[src/rtl/fetch_unit.sv]
// fetch_unit: RV32 fetch stage, one outstanding AXI4-Lite-style read, valid/ready to decode.
// Define FETCH_MISALIGN_EN to report misaligned redirect targets instead of silently aligning them.
module fetch_unit #(
  parameter int ADDR_W = 32,
  parameter logic [ADDR_W-1:0] RESET_PC = '0
) (
  input  logic              clk,
  input  logic              rstn,
  output logic [ADDR_W-1:0] araddr,
  output logic              arvalid,
  input  logic              arready,
  input  logic [31:0]       rdata,
  input  logic [1:0]        rresp,
  input  logic              rvalid,
  output logic              rready,
  output logic [31:0]       instr_o,
  output logic [ADDR_W-1:0] pc_o,
  output logic              fault_o,
  output logic              misalign_o,
  output logic              valid_o,
  input  logic              ready_i,
  input  logic              redirect_i,
  input  logic [ADDR_W-1:0] redirect_pc_i
);
  localparam logic [1:0] REQ = 2'd0, WAIT = 2'd1, HOLD = 2'd2;
  localparam logic [31:0] NOP = 32'h0000_0013;
  logic [1:0] state;
  logic [ADDR_W-1:0] pc, npc;
  logic [ADDR_W-1:2] base;
  logic discard, idle_next, load;
  assign arvalid = rstn && state == REQ;
  assign rready = state == WAIT;
  assign load = state == WAIT && rvalid && !discard && !redirect_i;
  // returning to REQ with no read outstanding: dropped response or consumed/flushed output
  assign idle_next = (state == WAIT && rvalid && (discard || redirect_i)) ||
                     (state == HOLD && (redirect_i || ready_i));
  assign base = redirect_i ? npc[ADDR_W-1:2] : pc[ADDR_W-1:2];
`ifdef FETCH_MISALIGN_EN
  logic mis, mis_go;
  assign npc = redirect_pc_i;
  assign mis_go = idle_next && ((redirect_i && npc[1:0] != 2'b00) || (mis && !redirect_i));
`else
  logic unused_lo;
  assign unused_lo = ^redirect_pc_i[1:0];
  assign npc = {redirect_pc_i[ADDR_W-1:2], 2'b00};
  assign misalign_o = 1'b0;
`endif
  always_ff @(posedge clk or negedge rstn) begin
    if (!rstn) begin
      state <= REQ;
      pc <= RESET_PC;
      araddr <= {RESET_PC[ADDR_W-1:2], 2'b00};
      discard <= 1'b0;
      valid_o <= 1'b0;
      instr_o <= NOP;
      pc_o <= '0;
      fault_o <= 1'b0;
`ifdef FETCH_MISALIGN_EN
      mis <= 1'b0;
      misalign_o <= 1'b0;
`endif
    end else begin
      if (redirect_i) pc <= npc;
      if (idle_next) begin
        state <= REQ;
        araddr <= {base, 2'b00};
        valid_o <= 1'b0;
        discard <= 1'b0;
      end
      // the presented request cannot be withdrawn, so its response is marked stale instead
      if (state == REQ && redirect_i) discard <= 1'b1;
      if (state == REQ && arready) state <= WAIT;
      if (state == WAIT && !rvalid && redirect_i) discard <= 1'b1;
      if (load) begin
        state <= HOLD;
        valid_o <= 1'b1;
        instr_o <= rdata;
        pc_o <= pc;
        fault_o <= rresp != 2'b00;
        pc <= pc + ADDR_W'(4);
      end
`ifdef FETCH_MISALIGN_EN
      if (redirect_i) mis <= npc[1:0] != 2'b00;
      if (load) misalign_o <= 1'b0;
      if (mis_go) begin
        state <= HOLD;
        valid_o <= 1'b1;
        misalign_o <= 1'b1;
        instr_o <= NOP;
        pc_o <= redirect_i ? npc : pc;
        fault_o <= 1'b0;
        pc <= {base, 2'b00} + ADDR_W'(4);
        mis <= 1'b0;
      end
`endif
    end
  end
endmodule

[config.mk]
export PLATFORM = sky130hd
export DESIGN_NAME = fetch_unit
export DESIGN_NICKNAME = d
export VERILOG_FILES = /design/src/rtl/fetch_unit.sv
export SDC_FILE = /design/constraint.sdc
export NUM_CORES = 1
export LEC_CHECK = 0
export BUFFER_PORTS_ARGS = -buffer_cell sky130_fd_sc_hd__buf_2
export CAP_MARGIN = 40
export CORE_MARGIN = 5
export CORE_UTILIZATION = 45
export DETAILED_ROUTE_END_ITERATION = 10
export MAX_ROUTING_LAYER = met4
export PLACE_DENSITY = 0.71
export SLEW_MARGIN = 40
export SYNTH_ARGS = -nofsm -noshare
export SYNTH_HDL_FRONTEND = slang
export SYNTH_SLANG_ARGS = --single-unit
export TNS_END_PERCENT = 100
[constraint.sdc]
create_clock -name clk -period 2.62 [get_ports clk]
set_clock_uncertainty 0.05 [all_clocks]
set_input_delay 0.655 -clock clk [delete_from_list [all_inputs] [get_ports clk]]
set_output_delay 0.655 -clock clk [all_outputs]
set_load 0.05 [all_outputs]
# Yosys cells after proc, flatten, opt, wreduce, memory -nomap -nowiden

Cells that the tools add are included.

Logic and storage cells: 43
Register bits after elaboration: 131
Output and inout bits: 101
Bits of input ports: 72

Reduce and logical (&&, ||, !) cells: 22
Muxes and demuxes: 10
Eq/ne operators: 2
Add/sub/neg operators: 1

Operators by type and width:

| kind                                                | number |
|---|---|
| 2-to-1 mux 32 bit                                   | 2 |
| adder 32 x 3 -> 32 bit, second input constant       | 1 |
| 2-to-1 mux 30 bit                                   | 1 |
| logical AND 1 bit                                   | 10 |
| 2-to-1 mux 2 bit                                    | 3 |
| nonzero test 2 bit                                  | 3 |
| nonzero test 3 bit                                  | 2 |
| 2-to-1 mux 1 bit                                    | 4 |
| logical NOT 1 bit                                   | 3 |
| logical OR 1 bit                                    | 3 |
| equality test 2 x 1 -> 1 bit, second input constant | 1 |
| equality test 2 bit, second input constant          | 1 |
| logical NOT 2 bit                                   | 1 |

# Depth between registers and ports, before layout

Gate-level depths: netlist of run 1.

Depth in word-level cells: 7
Mapped depth: 8
Mapped depth without buffers: 6

# Least setup slack after synthesis of run 1

Ideal clock, no wire load.

Path kind: input port to output port
Start: input rstn
End: output arvalid
Stages on the path: 1
Slack: 114 ps
Buffers on the path: 0
Data required time: 1915 ps
Arrival time: 1801 ps
Path through: nor3b_1

Cells in the longest elaborated chain, start to end: 1

Ends and longest elaborated chain:

| what              | line | text |
|---|---|---|
| start, declared   | 8    | `input logic rstn,` |
| logical AND 1 bit | 31   | `assign arvalid = rstn && state == REQ;` |
| end, declared     | 10   | `output logic arvalid,` |

No other way between the ends.

# Final worst setup path of run 1

Start: register state[0]
End: output rready

Cells in the longest elaborated chain, start to end: 1

Ends and longest elaborated chain:

| what                         | line | text |
|---|---|---|
| start, declared              | 27   | `logic [1:0] state;` |
| start signal, assigned       | 50   | `state <= REQ;` |
| start signal, assigned       | 65   | `state <= REQ;` |
| start signal, assigned       | 72   | `if (state == REQ && arready) state <= WAIT;` |
| equality test 2 x 1 -> 1 bit | 32   | `assign rready = state == WAIT;` |
| end, declared                | 15   | `output logic rready,` |

No other way between the ends.

==> metrics.md, run 1 <==
| Metric | Value |
|---|---|
| DRT Wirelength | `14200 um` |
| Power share of the sequential group | `0.309` |
| Sequential area share after synthesis | `0.562` |
| Number of fill cells in the layout | `1118` |
| Sink Count | `127` |
| Sequential Area | `0.00318 mm2` |
| Maximum operating frequency | `0.452 GHz` |
| Total number of H-tree levels | `4` |
| Static Leakage | `3.40 nW` |
| Clock network fraction of design power | `0.220` |
| Vias per cell | `5.21` |
| Period minus WS final | `2210 ps` |
| Net switching power figure | `5.00 mW` |
| Std-Cell Core Area | `0.0125 mm2` |
| Main flop type after synthesis | `sky130_fd_sc_hd__dfrtp_1` |
| HPWL reported at the end of detailed placement | `10200 um` |
| CP cell instances | `and2b_1 > buf_2` |
| Post-CTS Resized | `0` |
| Longest individual stage delay on the worst path | `510 ps` |
| Fraction of synthesized area in multiplexers | `0.126` |
| Non-Filler Cell Area, Final | `0.00728 mm2` |
| Relative contribution of combinational cells to total power | `0.471` |
| Signed area change from the synthesized netlist to the final layout | `28.8%` |
| Post-synthesis simple-gate area fraction | `0.155` |
| Classification of the worst-slack hold path | `input port to async pin` |
| Fraction of the mapped netlist area in adder cells | `0.00221` |
| Number of max-cap violations | `0` |
| Critical path data arrival time | `1510 ps` |
| Die height | `122 um` |
| Count of final max-slew check failures | `0` |
| Final Setup Violations | `0` |
| Run status | `completed` |
| IR Drop Worst-Case VDD | `0.971 mV` |
| Clock root buffer | `sky130_fd_sc_hd__clkbuf_16` |
| Count of yosys warnings during synthesis | `0` |
| Io pins | `173` |
| Inserted Clock Buffers | `17` |
| Fraction of synthesis flops using an asynchronous set or reset pin | `1.00` |
| Post-synthesis area per instance | `11.1 um2` |
| Netlist area before placement | `0.00566 mm2` |
| CTS Buffer Depth | `2` |
| P per Cell Area | `1440 mW/mm2` |
| Total track usage | `0.203` |
| Share of the synthesized area in compound gates (AO/OA/AOI/OAI) | `0.102` |
| Die Area | `0.0149 mm2` |
| Fraction of power spent switching nets | `0.477` |
| Nets@finish | `748` |
| P_int | `5.49 mW` |
| Slowest stage cell on the critical path | `sky130_fd_sc_hd__dfrtp_1` |
| Routed length per placed instance | `16.5 um` |
| DRC violation total after the first TritonRoute iteration | `261` |
| Worst setup path class | `register to output pin` |
| XOR/XNOR Fraction of Synth Area | `0.0186` |
| Drc violations | `0` |
| Multi-input gate area | `0.00233 mm2` |
| Post-synthesis sequential element count | `127` |
| Total count of hold-check failures in the final report | `0` |
| Total cell area at the placement stage | `0.00669 mm2` |
| Routed via count | `4486` |
| Count of unique library cells instantiated by Yosys | `55` |
| Worst relative slew slack | `0.560` |
| Kind of end point of the critical path | `output pin` |
| Worst setup SP type | `register` |
| CTS tree | `yes` |
| Worst Path Max Fanout | `9` |
| Setup repair after global routing missed its margin | `no` |
| Dominant combinational cell family by area after synthesis | `simple AND/OR/NAND/NOR gates` |
| Maximum number of pins on one net before global-route repair | `128` |
| Initial core utilization | `0.454` |
| Required arrival time at the worst endpoint | `1910 ps` |
| CTS hold repair buffers | `0` |
| Std cell rows | `41` |
| First-pass GRT wire length | `22900 um` |
| Vias in the first global route | `4576` |
| RD Place Congestion | `0.797` |
| First-pass detailed-route iteration total | `5` |
| Post-synth EDFFs | `0` |
| Tcrit/Tclk final | `0.845` |
| Overall die width | `122 um` |
| Worst-skew pair later-pin latency | `410 ps` |
| Sum of negative setup slack | `0 ps` |
| Actual transition at the worst max-transition pin | `659 ps` |
| DRT antenna net count | `0` |
| Leftover overflow at the end of global routing | `0` |
| Initial antenna violation count | `2` |
| Clock edge transition at the registers on the reported setup and hold paths | `60 ps` |
| Synthesized netlist cell count | `508` |
| Number of buffers added on ports | `165` |
| Fraction of layout cells with a size suffix above 1 | `0.408` |
| Post-CTS setup buffer count | `0` |
-- critical path: cells and delay by family (launching register included) --
kind / cells / cell delay [ps]
buf+inv: 1 / 300
simple gates: 1 / 290
flops: 1 / 510
-- cells in the mapped netlist (all sizes together) (4+ instances only) --
cell / n / area share
inv: 8 / 0.0053
o21ai: 26 / 0.023
nor4: 5 / 0.015
dfrtp: 124 / 0.55
xor2: 9 / 0.014
nand2: 56 / 0.037
nor2b: 5 / 0.0055
mux2: 57 / 0.11
and2: 5 / 0.0055
nand4: 10 / 0.014
a31oi: 15 / 0.017
clkbuf: 18 / 0.012
nand3: 16 / 0.015
nor3: 4 / 0.0064
buf: 15 / 0.015
nor3b: 4 / 0.0053
mux2i: 7 / 0.012
a21oi: 29 / 0.026
nor2: 47 / 0.031
a221o: 4 / 0.0071
-- sequential cells by signal, summed over array words and instances, names as in the netlist --
register  count
araddr       30
discard       1
fault_o       1
instr_o      32
pc           30
pc_o         30
state         2
valid_o       1
-- kinds of logic after synthesis --
group           Yosys count
compound gates           94
xor+xnor                 12
fa+ha+maj                 1
buf+inv                  42
flops                   127
mux                      64
other cells               1
simple gates            167
-- path summary, 6_finish.rpt --
| kind | end | cells past startpoint | start | slack, ps |
|---|---|---|---|---|
| setup / recovery | rready | 2 | state[0] | 410 |
| hold / removal | pc[23] | 2 | rstn | 330 |
| setup reg to reg | pc[30] | 5 | pc[13] | 450 |
| hold reg to reg | pc_o[15] | 2 | pc_o[15] | 430 |
| max in group asynchronous | pc[11] | 2 | rstn | 1720 |
| min in group clk | pc[29] | 3 | redirect_pc_i[29] | 420 |
-- routing by layer --
metal | global-route usage | vias up | part of all wire
met1 | 0.247 | 2204 | 0.41
met2 | 0.327 | 117 | 0.51
met3 | 0.0474 | 25 | 0.053
met4 | 0.0819 | 0 | 0.026
li1 | - | 2140 | -
met5 | - | - | 0
-- through the flow --
stage	instances	utilization	hold WS [ps]	worst slack, ps	power, mW
finish	861	0.584	330	407	10.5
global route	861	0.584	382	274	11.0
CTS	860	0.584	353	393	10.6
detailed placement	828	0.537	426	360	8.25
global placement	828	0.537	412	437	8.12
floorplan	512	-	309	114	6.98
-- placed cells by master, fill, tap and decap left out, types with 2 or more instances in the layout --
master,Yosys,final
sky130_fd_sc_hd__nand4_1,9,9
sky130_fd_sc_hd__clkinvlp_4,0,4
sky130_fd_sc_hd__nor3_1,2,2
sky130_fd_sc_hd__a21oi_1,29,29
sky130_fd_sc_hd__and3_1,3,3
sky130_fd_sc_hd__o311ai_0,3,3
sky130_fd_sc_hd__clkbuf_1,17,3
sky130_fd_sc_hd__clkinv_2,0,2
sky130_fd_sc_hd__a311oi_1,3,3
sky130_fd_sc_hd__a221o_1,4,4
sky130_fd_sc_hd__o31ai_1,3,2
sky130_fd_sc_hd__nor2_1,47,47
sky130_fd_sc_hd__dfstp_2,3,3
sky130_fd_sc_hd__a22oi_1,2,2
sky130_fd_sc_hd__a31oi_1,15,15
sky130_fd_sc_hd__nand3_1,15,14
sky130_fd_sc_hd__conb_1,1,5
sky130_fd_sc_hd__buf_2,8,164
sky130_fd_sc_hd__mux2i_1,7,7
sky130_fd_sc_hd__xnor2_1,3,3
sky130_fd_sc_hd__clkbuf_8,0,3
sky130_fd_sc_hd__buf_4,5,11
sky130_fd_sc_hd__nor4_4,3,3
sky130_fd_sc_hd__bufinv_16,0,2
sky130_fd_sc_hd__nand2_1,56,56
sky130_fd_sc_hd__mux2_2,57,57
sky130_fd_sc_hd__and2_1,5,5
sky130_fd_sc_hd__nor3b_1,4,4
sky130_fd_sc_hd__a211o_1,3,3
sky130_fd_sc_hd__clkbuf_16,0,17
sky130_fd_sc_hd__nor2b_1,5,5
sky130_fd_sc_hd__xor2_1,9,9
sky130_fd_sc_hd__o21ai_0,26,26
sky130_fd_sc_hd__dfrtp_1,124,124
sky130_fd_sc_hd__inv_1,8,8
sky130_fd_sc_hd__or2_2,3,3
sky130_fd_sc_hd__nor4bb_1,2,2
-- power by group through the flow --
stage	registers [mW]	clock network, mW	logic, mW
floorplan	5.73	0	1.25
global placement	3.22	0	4.91
detailed placement	3.27	0	4.98
CTS	3.24	2.35	4.99
global route	3.34	2.46	5.21
finish	3.24	2.31	4.93
-- final cells by class --
class | instances | share of cell area
antenna | 1 | 0.000344
clock buffer | 23 | 0.0656
clock inverter | 9 | 0.0149
inverter | 9 | 0.00464
multi-input combinational | 343 | 0.320
sequential | 127 | 0.437
tap | 172 | 0.0295
timing repair buffer | 177 | 0.128
(Power assumes the default switching activity.)
==> inputs of run 2 (changes only) <==
--- a/config.mk
+++ b/config.mk
@@ -5,13 +5,14 @@
 export SDC_FILE = /design/constraint.sdc
 export NUM_CORES = 1
 export LEC_CHECK = 0
+export ABC_AREA = 1
 export BUFFER_PORTS_ARGS = -buffer_cell sky130_fd_sc_hd__buf_2
 export CAP_MARGIN = 40
 export CORE_MARGIN = 5
 export CORE_UTILIZATION = 45
 export DETAILED_ROUTE_END_ITERATION = 10
 export MAX_ROUTING_LAYER = met4
-export PLACE_DENSITY = 0.71
+export PLACE_DENSITY = 0.7
 export SLEW_MARGIN = 40
 export SYNTH_ARGS = -nofsm -noshare
 export SYNTH_HDL_FRONTEND = slang
==> constraint.sdc (replaced) <==
create_clock -name clk -period 2.1 [get_ports clk]
set_clock_uncertainty 0.05 [all_clocks]
set_input_delay 0.525 -clock clk [delete_from_list [all_inputs] [get_ports clk]]
set_output_delay 0.525 -clock clk [all_outputs]
set_load 0.05 [all_outputs]
==> run 2 against run 1 <==
Clock-buffer cell count increased by 3. Critical path depth unchanged. Power decreased by 43%. Highest routed layer unchanged. Sequential share of layout area decreased by 2.9 points. Critical path type unchanged. Routed wire length increased by 18%. Sequential power decreased by 21%. Non-clock buffer count increased by 1. Combinational power decreased by 92%. Synthesized cell count increased by 56%.
==> metrics.md, run 2 <==
| Metric | Value |
|---|---|
| Run status | `completed` |
| CTS Buffer Depth | `2` |
| Number of max-cap violations | `0` |
| Dominant combinational cell family by area after synthesis | `simple AND/OR/NAND/NOR gates` |
| Worst-skew pair later-pin latency | `420 ps` |
| P per Cell Area | `760 mW/mm2` |
| Commonest non-fill, non-tap cell in the layout | `sky130_fd_sc_hd__nand2_1` |
| Fraction of layout cells with a size suffix above 1 | `0.255` |
| Worst Path Max Fanout | `7` |
| Routed length per placed instance | `14.5 um` |
| Classification of the worst-slack hold path | `input port to async pin` |
| HPWL reported at the end of detailed placement | `11800 um` |
| Commonest cells after routing, fill and taps aside | `sky130_fd_sc_hd__nand2_1 (249), sky130_fd_sc_hd__buf_2 (164), sky130_fd_sc_hd__nor2_1 (136), sky130_fd_sc_hd__dfrtp_1 (124), sky130_fd_sc_hd__inv_1 (56)` |
| First-pass GRT wire length | `27500 um` |
| Sum of negative setup slack | `0 ps` |
| Initial core utilization | `0.453` |
| Post-CTS setup buffer count | `0` |
| Count of final max-slew check failures | `0` |
| Post-synthesis simple-gate area fraction | `0.295` |
| Die Area | `0.0163 mm2` |
| Worst hold-check slack | `181 ps` |
| Synthesized netlist cell count | `790` |
| Fraction of the mapped netlist area in adder cells | `0.00201` |
| CTS hold repair buffers | `0` |
| Die height | `128 um` |
| Initial antenna violation count | `0` |
| Tcrit/Tclk final | `0.951` |
| Post-synthesis sequential element count | `127` |
| Post-synth EDFFs | `0` |
| Fraction of synthesized area in multiplexers | `0` |
| Overall power consumption | `5.93 mW` |
| Total track usage | `0.221` |
| Sink Count | `127` |
| Maximum operating frequency | `0.501 GHz` |
| Maximum number of pins on one net before global-route repair | `128` |
| Share of the synthesized area in compound gates (AO/OA/AOI/OAI) | `0.116` |
| Sequential area share after synthesis | `0.512` |
| Crit Reg-Reg Startpoint | `pc[2]` |
| Kind of end point of the critical path | `output pin` |
| Share of the synthesized area in the top cell type | `0.499` |
| DRT antenna net count | `0` |
| Top cells by area in the synthesized netlist | `sky130_fd_sc_hd__dfrtp_1 (50%), sky130_fd_sc_hd__nand2_1 (15%), sky130_fd_sc_hd__nor2_1 (8.2%)` |
| Logic depth of the worst register-to-register path | `10` |
| Antenna diode count | `0` |
| RD Place Congestion | `0.944` |
| Std cell rows | `43` |
| Worst setup SP type | `register` |
| Std-Cell Core Area | `0.0137 mm2` |
| Setup repair after global routing missed its margin | `no` |
| Required arrival time at the worst endpoint | `1520 ps` |
| Clock root buffer | `sky130_fd_sc_hd__clkbuf_16` |
| Vias in the first global route | `5568` |
| Most area-hungry cell type in the Yosys netlist | `sky130_fd_sc_hd__dfrtp_1` |
| Overall die width | `128 um` |
| Io pins | `173` |
| XOR/XNOR Fraction of Synth Area | `0.00141` |
| Critical path data arrival time | `1420 ps` |
| Netlist area before placement | `0.00622 mm2` |
| Clock edge transition at the registers on the reported setup and hold paths | `60 ps` |
| First-pass detailed-route iteration total | `5` |
| Total count of hold-check failures in the final report | `0` |
| Endpoint of the most critical setup path | `arvalid` |
| Drc violations | `0` |
| DRT Wirelength | `16700 um` |
| Final Setup Violations | `0` |
| Actual transition at the worst max-transition pin | `678 ps` |
| Static Leakage | `4.19 nW` |
| Count of yosys warnings during synthesis | `0` |
| Capture point of the worst reg-to-reg path | `pc[22]` |
| Period minus WS final | `2000 ps` |
| Top post-synthesis cells by count | `sky130_fd_sc_hd__nand2_1 (249), sky130_fd_sc_hd__nor2_1 (136), sky130_fd_sc_hd__dfrtp_1 (124)` |
| Routed via count | `5584` |
| Main flop type after synthesis | `sky130_fd_sc_hd__dfrtp_1` |
| Number of buffers added on ports | `165` |
| Register with the most flip-flops | `instr_o` |
| Reg-to-reg setup timing slack | `310 ps` |
| Fraction of synthesis flops using an asynchronous set or reset pin | `1.00` |
| Post-synthesis area per instance | `7.87 um2` |
| CTS tree | `yes` |
| Worst relative slew slack | `0.548` |
| Count leader, synth | `sky130_fd_sc_hd__nand2_1` |
| Number of flip-flops in the largest register | `32` |
| DRC violation total after the first TritonRoute iteration | `344` |
| Total number of H-tree levels | `4` |
| Count of unique library cells instantiated by Yosys | `31` |
| Post-CTS Resized | `0` |
| Nets@finish | `1027` |
| Signed area change from the synthesized netlist to the final layout | `25.3%` |
| Worst setup path class | `register to output pin` |
| Worst setup path startpoint | `state[1]` |
| Inserted Clock Buffers | `17` |
| IR Drop Worst-Case VDD | `0.467 mV` |
| Leftover overflow at the end of global routing | `0` |
| Vias per cell | `4.87` |
-- run 2: changes by cell type after synthesis, moves of 15 or more --
cell                      previous run  this run
sky130_fd_sc_hd__nor2_1             47       136
sky130_fd_sc_hd__a21oi_2             0        27
sky130_fd_sc_hd__nand3_1            15        55
sky130_fd_sc_hd__mux2_2             57         0
sky130_fd_sc_hd__inv_1               8        56
sky130_fd_sc_hd__nand2_1            56       249
sky130_fd_sc_hd__a31oi_1            15         0
-- run 2: layer usage --
layer  vias to the layer above  track usage  share of wire
met5                         -            -              0
met4                         0       0.0839          0.023
met3                        28       0.0619          0.081
met2                       197        0.318           0.44
met1                      2531        0.298           0.46
li1                       2828            -              -
-- run 2: worst min path at each step --
stage	start	to
global route	rdata[8]	instr_o[8]
global placement	instr_o[0]	instr_o[0]
floorplan	rstn	araddr[10]
detailed placement	instr_o[4]	instr_o[4]
CTS	rstn	instr_o[27]
finish	rstn	instr_o[23]
-- run 2: cell families after synthesis --
group	Yosys count
DFF	127
adders and majority gates	1
buffers and inverters	95
other	1
AOI/OAI and AO/OA	109
and+or+nand+nor	456
xor gates and xnor gates	1
-- run 2: report_power, final --
group          switching (mW)  internal [mW]  total, mW
registers              0.0582           2.50       2.56
logic                   0.280          0.138      0.419
clock network            1.05           1.89       2.95
-- run 2: final cells by class --
type                            count  area [um2]
Fill cell                        1294        5920
Sequential cell                   127        3180
Multi-Input combinational cell    572        2610
Timing Repair Buffer              178         976
Clock buffer                       26         509
Tap cell                          180         225
Inverter                           58         218
Clock inverter                      5        77.6
-- run 2: per-stage QoR --
stage                     utilization  instance area [um2]  setup slack, ps  instances
after global routing            0.568                 7800             62.1       1146
after CTS                       0.568                 7800             92.7       1146
after detailed placement        0.525                 7210              172       1115
final                           0.568                 7800              103       1146
after floorplan                     -                 6240              331        794
after global placement          0.525                 7210              183       1115
-- run 2: critical path, stage by stage (launching register included) --
cell and delay [ps]:
sky130_fd_sc_hd__dfrtp_1 520, sky130_fd_sc_hd__nor3b_2 190, sky130_fd_sc_hd__buf_2 280
==> inputs of run 3 (changes only) <==
--- a/config.mk
+++ b/config.mk
@@ -11,6 +11,7 @@
 export CORE_MARGIN = 5
 export CORE_UTILIZATION = 45
 export DETAILED_ROUTE_END_ITERATION = 10
+export GPL_TIMING_DRIVEN = 0
 export MAX_ROUTING_LAYER = met4
 export PLACE_DENSITY = 0.7
 export SLEW_MARGIN = 40
==> run 3 against run 2 <==
The run now ends with negative hold slack left. Flip-flop and latch count stayed put. Clock power increased by 2%. Via count increased by 4.2%. Non-clock buffer count increased by 25. Sequential power is essentially flat. Register-to-register slack about the same. Worst setup slack better by 27 ps. Design area is 2.0% higher. Global-route usage grew 2.9 points. First-iteration DRC count is 36% higher. Power up 1.7%.
==> metrics.md, run 3 (synthesis results as in run 2) <==
| Metric | Value |
|---|---|
| Commonest cells after routing, fill and taps aside | `sky130_fd_sc_hd__nand2_1 (249), sky130_fd_sc_hd__buf_2 (179), sky130_fd_sc_hd__nor2_1 (136), sky130_fd_sc_hd__dfrtp_1 (124), sky130_fd_sc_hd__inv_1 (56)` |
| Worst hold-check slack | `-74.4 ps` |
| Fraction of layout cells with a size suffix above 1 | `0.271` |
| Worst setup slack after placement | `36.7 ps` |
| Crit Reg-Reg Startpoint | `pc[10]` |
| Run status | `complete, but fails checks` |
| Clock edge transition at the registers on the reported setup and hold paths | `60 ps` |
| Kind of end point of the critical path | `output pin` |
| Nets@finish | `1052` |
| Total count of hold-check failures in the final report | `62` |
| Number of flip-flops in the largest register | `32` |
| Actual transition at the worst max-transition pin | `675 ps` |
| Tcrit/Tclk final | `0.938` |
| Die Area | `0.0163 mm2` |
| CTS Buffer Depth | `2` |
| Overall die width | `128 um` |
| RD Place Congestion | `0.982` |
| Total track usage | `0.250` |
| Routed via count | `5818` |
| Maximum operating frequency | `0.508 GHz` |
| Slowest stage cell on the critical path | `sky130_fd_sc_hd__dfrtp_1` |
| Commonest non-fill, non-tap cell in the layout | `sky130_fd_sc_hd__nand2_1` |
| Logic depth of the worst register-to-register path | `7` |
| Classification of the worst-slack hold path | `input port to async pin` |
| Required arrival time at the worst endpoint | `1520 ps` |
| DRT antenna net count | `0` |
| Die height | `128 um` |
| Worst setup path class | `register to output pin` |
| Number of buffers added on ports | `165` |
| Clock root buffer | `sky130_fd_sc_hd__clkbuf_16` |
| HPWL reported at the end of detailed placement | `14300 um` |
| CP cell instances | `buf_2 > nor3b_2 > buf_2` |
| Drc violations | `0` |
| Worst-skew pair later-pin latency | `430 ps` |
| Std cell rows | `43` |
| DRC violation total after the first TritonRoute iteration | `467` |
| DRT Wirelength | `19100 um` |
| Family with the most delay on the worst path | `buffers and inverters` |
| IR Drop Worst-Case VDD | `0.534 mV` |
| P per Cell Area | `758 mW/mm2` |
| Longest individual stage delay on the worst path | `350 ps` |
| Initial antenna violation count | `3` |
| Leftover overflow at the end of global routing | `0` |
| Io pins | `173` |
| Inserted Clock Buffers | `17` |
| Sink Count | `127` |
| First-pass GRT wire length | `30500 um` |
| Signed area change from the synthesized netlist to the final layout | `27.9%` |
| Count of final max-slew check failures | `0` |
| Worst Path Max Fanout | `7` |
| Maximum number of pins on one net before global-route repair | `66` |
| Register with the most flip-flops | `instr_o` |
| Period minus WS final | `1970 ps` |
| First-pass detailed-route iteration total | `5` |
| Core utilization of the finished layout | `0.580` |
| Routed length per placed instance | `16.3 um` |
| Worst relative slew slack | `0.550` |
| Total number of H-tree levels | `4` |
| Smallest setup slack after layout | `131 ps` |
| Number of max-cap violations | `0` |
| Static Leakage | `4.27 nW` |
| CTS hold repair buffers | `0` |
| Vias per cell | `4.95` |
| Capture point of the worst reg-to-reg path | `pc[21]` |
| Reg-to-reg setup timing slack | `310 ps` |
| Setup repair after global routing missed its margin | `no` |
| Vias in the first global route | `5816` |
| Most repeated library cell on the critical path | `sky130_fd_sc_hd__buf_2` |
| CTS tree | `yes` |
| Violations in the final reports | `negative hold slack` |
| Worst setup SP type | `register` |
| Crit path buffers/inverters | `2` |
| Final Setup Violations | `0` |
| Std-Cell Core Area | `0.0137 mm2` |
| Post-CTS setup buffer count | `0` |
| Initial core utilization | `0.453` |
| Critical path data arrival time | `1390 ps` |
run 3: changes by cell type in the layout (fill, tap and decap cells not counted), sizes merged:
cell,delta
clkinv,+1
buf,+18
clkinvlp,+3
clkbuf,+4
diode,+3
run 3: layer usage:
metal  global-route usage  vias up  wire [um]
met5                    -        -          0
met4               0.0915        0        404
met3               0.0715       33       1680
met2                0.372      241       8600
met1                0.328     2658       8420
li1                     -     2886          -
run 3: worst max-delay path by stage:
stage                     cells after the start       to  startpoint  slack, ps
after floorplan                               2   rready    state[1]        330
after global placement                        3  arvalid        rstn      -1960
after detailed placement                      3  arvalid        rstn         40
after CTS                                     3  arvalid        rstn         40
after global routing                          3  arvalid    state[1]         40
final                                         3  arvalid    state[1]        130
run 3: final cells by class:
| type | instances | area [um2] |
|---|---|---|
| Multi-Input combinational cell | 572 | 2600 |
| Timing Repair Buffer | 166 | 868 |
| Clock inverter | 9 | 105 |
| Inverter | 58 | 218 |
| Buffer | 37 | 236 |
| Sequential cell | 127 | 3180 |
| Clock buffer | 23 | 508 |
| Fill cell | 1341 | 5770 |
| Tap cell | 180 | 225 |
| Antenna cell | 3 | 7.51 |
run 3: stage by stage:
step	cells	setup TNS (ps)	total power, mW	instance area, um2
floorplan	794	0	2.83	6240
global placement	1139	-163490	3.04	7290
detailed placement	1140	0	3.05	7330
CTS	1172	0	6.06	7940
global route	1175	0	6.24	7950
finish	1175	0	6.03	7950
run 3: worst reg2reg max path, cell delays in order (launching register included):
cell,delay [ps]
sky130_fd_sc_hd__dfrtp_1,390
sky130_fd_sc_hd__nand2_1,110
sky130_fd_sc_hd__nor2_1,330
sky130_fd_sc_hd__nand3_1,190
sky130_fd_sc_hd__nor2_1,330
sky130_fd_sc_hd__nand3_1,120
sky130_fd_sc_hd__nand2_1,80
sky130_fd_sc_hd__nand3_1,70
run 3: power breakdown:
part,switching [mW],internal [mW],leakage [nW]
logic,0.301,0.150,2.29
registers,0.0613,2.50,1.69
clock network,1.09,1.93,0.293
total,1.45,4.58,4.27
run 3: what timing repair did:
action / 4_1_cts / 5_1_grt
setup endpoints to repair: 0 / 1
resized for setup: 0 / 1
endpoints found under the hold margin: 0 / 62
